`src/rtl/wmem_loader.sv`:
```
// Stream-to-memory loader: packs a valid/ready word stream into pairwise writes
// on both ports of a dual-port RAM, so word k always lands at address k.
module wmem_loader #(
    parameter int ADDR_W = 5,
    parameter int DATA_W = 32,
    parameter int DEPTH  = 32
) (
    input  logic              i_clk,
    input  logic              i_rst_n,
    input  logic              i_start,
    input  logic [ADDR_W:0]   i_num_words,
    input  logic              i_in_valid,
    input  logic [DATA_W-1:0] i_in_data,
    output logic              o_in_ready,
    output logic              o_busy,
    output logic              o_done,
    output logic [ADDR_W-1:0] o_a1,
    output logic [ADDR_W-1:0] o_a2,
    output logic              o_csb1,
    output logic              o_csb2,
    output logic              o_web1,
    output logic              o_web2,
    output logic              o_oeb1,
    output logic              o_oeb2,
    output logic [DATA_W-1:0] o_i1,
    output logic [DATA_W-1:0] o_i2
);

    localparam logic [1:0] S_IDLE = 2'd0;
    localparam logic [1:0] S_FILL = 2'd1;
    localparam logic [1:0] S_LAST = 2'd2;
    localparam logic [1:0] S_DONE = 2'd3;

    localparam logic [ADDR_W:0]   DEPTH_V = DEPTH[ADDR_W:0];
    localparam logic [ADDR_W:0]   ONE_L   = {{ADDR_W{1'b0}}, 1'b1};
    localparam logic [ADDR_W-1:0] ONE_A   = {{(ADDR_W-1){1'b0}}, 1'b1};

    logic [1:0]        r_state;
    logic [ADDR_W:0]   r_len;
    logic [ADDR_W:0]   r_cnt;
    logic [DATA_W-1:0] r_hold;
    logic              r_done;
    logic              r_csb1;
    logic              r_csb2;
    logic [ADDR_W-1:0] r_a1;
    logic [ADDR_W-1:0] r_a2;
    logic [DATA_W-1:0] r_i1;
    logic [DATA_W-1:0] r_i2;

    logic [ADDR_W:0]   w_len;
    logic              w_hs;
    logic              w_last;
    logic [ADDR_W-1:0] w_addr;

    assign w_len  = (i_num_words > DEPTH_V) ? DEPTH_V : i_num_words;
    assign w_hs   = i_in_valid && (r_state == S_FILL);
    assign w_last = (r_cnt == (r_len - ONE_L));
    assign w_addr = r_cnt[ADDR_W-1:0];

    always_ff @(posedge i_clk or negedge i_rst_n) begin
        if (!i_rst_n) begin
            r_state <= S_IDLE;
            r_len   <= '0;
            r_cnt   <= '0;
            r_hold  <= '0;
            r_done  <= 1'b0;
            r_csb1  <= 1'b1;
            r_csb2  <= 1'b1;
            r_a1    <= '0;
            r_a2    <= '0;
            r_i1    <= '0;
            r_i2    <= '0;
        end else begin
            // Strobes are single-cycle: pins fall back to idle unless re-armed below.
            r_done <= 1'b0;
            r_csb1 <= 1'b1;
            r_csb2 <= 1'b1;
            r_a1   <= '0;
            r_a2   <= '0;
            r_i1   <= '0;
            r_i2   <= '0;
            case (r_state)
                S_IDLE: begin
                    if (i_start) begin
                        r_len <= w_len;
                        r_cnt <= '0;
                        if (w_len == '0) begin
                            r_state <= S_DONE;
                            r_done  <= 1'b1;
                        end else begin
                            r_state <= S_FILL;
                        end
                    end
                end
                S_FILL: begin
                    if (w_hs) begin
                        r_cnt <= r_cnt + ONE_L;
                        if (!r_cnt[0]) begin
                            r_hold <= i_in_data;
                            if (w_last) begin
                                r_csb1 <= 1'b0;
                                r_a1   <= w_addr;
                                r_i1   <= i_in_data;
                            end
                        end else begin
                            r_csb1 <= 1'b0;
                            r_csb2 <= 1'b0;
                            r_a1   <= w_addr - ONE_A;
                            r_i1   <= r_hold;
                            r_a2   <= w_addr;
                            r_i2   <= i_in_data;
                        end
                        if (w_last) begin
                            r_state <= S_LAST;
                        end
                    end
                end
                S_LAST: begin
                    r_state <= S_DONE;
                    r_done  <= 1'b1;
                end
                default: begin
                    r_state <= S_IDLE;
                end
            endcase
        end
    end

    assign o_in_ready = (r_state == S_FILL);
    assign o_busy     = (r_state != S_IDLE);
    assign o_done     = r_done;
    assign o_a1       = r_a1;
    assign o_a2       = r_a2;
    assign o_i1       = r_i1;
    assign o_i2       = r_i2;
    assign o_csb1     = r_csb1;
    assign o_csb2     = r_csb2;
    assign o_web1     = r_csb1;
    assign o_web2     = r_csb2;
    assign o_oeb1     = 1'b1;
    assign o_oeb2     = 1'b1;

endmodule

```
`config.mk`:
```
export PLATFORM = sky130hd
export DESIGN_NAME = wmem_loader
export DESIGN_NICKNAME = d
export VERILOG_FILES = /design/src/rtl/wmem_loader.sv
export SDC_FILE = /design/constraint.sdc
export NUM_CORES = 1
export LEC_CHECK = 0
export BUFFER_PORTS_ARGS = -buffer_cell sky130_fd_sc_hd__clkbuf_2
export CAP_MARGIN = 20
export CORE_MARGIN = 1
export CORE_UTILIZATION = 30
export CTS_CLUSTER_SIZE = 12
export DETAILED_ROUTE_END_ITERATION = 10
export GPL_TIMING_DRIVEN = 1
export HOLD_SLACK_MARGIN = 0.08
export PLACE_DENSITY_LB_ADDON = 0.15
export SLEW_MARGIN = 10
export SYNTH_ARGS = -nofsm -noshare
export SYNTH_HDL_FRONTEND = slang
export SYNTH_SLANG_ARGS = --single-unit
```
`constraint.sdc`:
```
create_clock -name i_clk -period 3.4 [get_ports i_clk]
set_input_delay 0.17 -clock i_clk [delete_from_list [all_inputs] [get_ports i_clk]]
set_output_delay 0.17 -clock i_clk [all_outputs]
set_load 0.02 [all_outputs]
```
==> impl_metrics.py <==
metrics = {
    "run_status": {
        "status": "finished clean",
    },
    "timing": {
        "whs_ns": 0.181,
        "fmax_ghz": 0.410,
        "max-slew-margin-rel_pct": 40.3,
        "finalMaxSlewViolations": 0,
        "hold_violations": 0,
        "skew_ns": 0.00759,
        "worst_pin_slew_ns": 0.888,
        "setup_tns_ns": 0,
        "rsz0062_at_grt": "false",
        "period_minus_slack_ns": 2.44,
        "setup_viol": 0,
        "period_share_pct": 71.7,
    },
    "pwr": {
        "power_density_nw_per_um2": 750,
        "irDropWorstVdd_mv": 0.380,
        "leakage_nw": 3.35,
    },
    "layout": {
        "drive_gt1_share_pct": 37.3,
        "postLayoutCellArea_sq_um": 6640,
        "diodes": 0,
        "fillers": 1503,
        "utilization_pct": 41.9,
        "num-nets-final": 570,
        "area_growth_pct": 37.0,
    },
    "routing": {
        "wl_met3_microns": 524,
        "viasPerCell": 4.38,
        "drt_pre_antenna_iters": 4,
        "remaining_drc_errors": 0,
        "routed_wl_mm": 10.5,
        "routed-via-count": 3285,
        "top_layer": "met4",
        "met2WireLength_mm": 5.08,
        "wirelength_met1_mm": 4.75,
        "detail_route.iter0.violations": 127,
        "antenna_left": 0,
        "wl_per_cell_microns": 14.0,
    },
    "synthesis": {
        "yosys.area.top_type": "dfrtp_1",
        "ys_async_sr_fraction_pct": 100,
        "syn-mean-instance-area_sq_um": 13.5,
        "ys_top_cells_by_area": "dfrtp_1 (62%), mux2_2 (7.7%), a22o_1 (6.1%)",
        "ys_types": 43,
        "yosys.area_share.simple_pct": 10.5,
        "synth_mux_area_share_pct": 8.08,
        "synth.most_common_cell": "dfrtp_1",
        "syn_inst": 360,
        "synth-seq-cells": 122,
        "synth_top_family_by_area": "compound AO/OA/AOI/OAI gates",
        "synth_top_area_share_pct": 62.0,
        "synth-edff-count": 0,
        "synthXorXnorAreaFrac_pct": 2.17,
        "ys_seq_area_share_pct": 63.1,
        "synthAdderAreaFrac_pct": 1.81,
        "ys.flop_type": "dfrtp_1",
        "synthTopCellsByCount": "dfrtp_1 (120), and2_1 (35), a22o_1 (34)",
        "syn_area_sq_um": 4850,
        "synth_compound_area_share_pct": 10.6,
        "ys_warn_count": 0,
    },
    "flow_run": {
        "maxCapViolCount": 0,
    },
    "clock_network": {
        "tritoncts": "done",
        "cts_num_sinks": 122,
        "h-tree-depth": 4,
        "cts_buffer_depth": 2,
        "cts_made_buffers": 17,
        "cts_root_buf": "clkbuf_16",
        "clk_latency_ns": 0.41,
        "cts_resized": 0,
        "clk_pin_slew_worst_paths_ns": 0.06,
    },
    "global_routing": {
        "grt_pass1_wl_mm": 17.0,
        "grt_pass1_vias": 3314,
        "antenna_found_initial": 0,
        "grt_max_degree": 63,
        "grt.total_usage_pct": 13.7,
        "gr-total-overflow": 0,
    },
    "critical_path": {
        "worstPathRequired_ns": 3.74,
        "worst_setup_path_end_kind": "flip-flop",
        "crit_type": "reg2reg",
        "cp_max_fo": 32,
        "crit_arrival_ns": 2.78,
        "startpoint_type": "flip-flop",
    },
    "floorplan": {
        "rows": 46,
        "die_height_microns": 129,
        "initial_utilization_pct": 30.6,
        "die_area_sq_um": 16700,
        "core_sq_um": 15800,
        "die_w_microns": 129,
        "io_pins": 125,
    },
    "worst_hold_path": {
        "hp-class": "in2reg",
    },
    "placed_design": {
        "gp_congestion": 0.752,
        "postPlaceCellArea_sq_um": 5640,
        "dp_hpwl_mm": 6.99,
        "port_buffers": 121,
    },
}
power breakdown:
part	internal (W)	switching [W]	total, W
clock network	0.00116	0.000624	0.00179
registers	0.00177	0.000200	0.00197
logic	0.000563	0.000659	0.00122
total	0.00350	0.00148	0.00498
layout by cell type (no fill, tap or decap), drive strengths merged, types with 5 or more instances in the layout:
cell         instances
dlygate4sd3         40
clkbuf             139
nor3                 5
mux2                33
clkinv               7
xor2                10
inv                  9
nand2b               7
nand2               11
buf                  6
ha                   7
and2                35
nor2                10
nand3                7
a22o                34
dfrtp              120
o21ai                9
kinds of logic after synthesis:
family | Yosys count
compound gates | 61
xor+xnor | 12
fa+ha+maj | 7
buf+inv | 34
flops | 122
mux | 35
other cells | 2
simple gates | 87
path summary, 6_finish.rpt:
kind	slack [ns]	cells past startpoint	end	start
worst max register to register	0.96	6	o_i1[31]	r_state[1]
worst min register to register	0.49	1	o_i1[26]	r_hold[26]
min in group asynchronous	0.40	2	o_i2[20]	i_rst_n
worst max-delay path	0.96	6	o_i1[31]	r_state[1]
worst min-delay path	0.18	2	o_csb1	i_in_valid
max in group asynchronous	2.15	3	o_csb2	i_rst_n
area by class of cell:
cell class                      count  area [sq um]  share of cell area (%)
Clock inverter                     13           151                    2.28
Inverter                            9          33.8                   0.509
Sequential cell                   122          3060                    46.0
Timing Repair Buffer              166          1060                    15.9
Clock buffer                       19           443                    6.67
Multi-Input combinational cell    205          1630                    24.5
Tap cell                          216           270                    4.07
stage by stage:
step           power [W]  instances  worst slack, ns
2_1_floorplan    0.00286        361             1.35
3_3_place_gp     0.00317        678             1.05
3_5_place_dp     0.00320        678            0.942
4_1_cts          0.00506        750            0.924
5_1_grt          0.00528        750            0.741
6_report         0.00498        750            0.962
per-layer routing:
layer | vias up | GRT usage [%]
met5 | - | 0
met4 | 0 | 5.19
met3 | 10 | 4.67
met2 | 96 | 22.5
met1 | 1610 | 16.6
li1 | 1569 | -
flip-flops by register name, indices dropped and copies added, names as in the netlist:
signal and flops:
o_i1 32, o_csb2 1, o_done 1, r_len 6, r_cnt 6, o_a2 5, r_state 2, o_a1 4
r_hold 32, o_i2 32, o_csb1 1
worst max-delay path, cell delays in order, from the launching register on:
cell and delay [ns]:
dfrtp_1 0.42, inv_1 0.09, ha_1 0.61, nand3_2 0.42, nor3_4 0.21, buf_4 0.39
a22o_1 0.20
repair_timing:
action	4_1_cts	5_1_grt
hold buffers	40	0
buffers inserted	0	0
hold endpoints to repair	163	0
endpoints found under the setup margin	0	0
No activity file was read; power rests on OpenSTA's default activity.
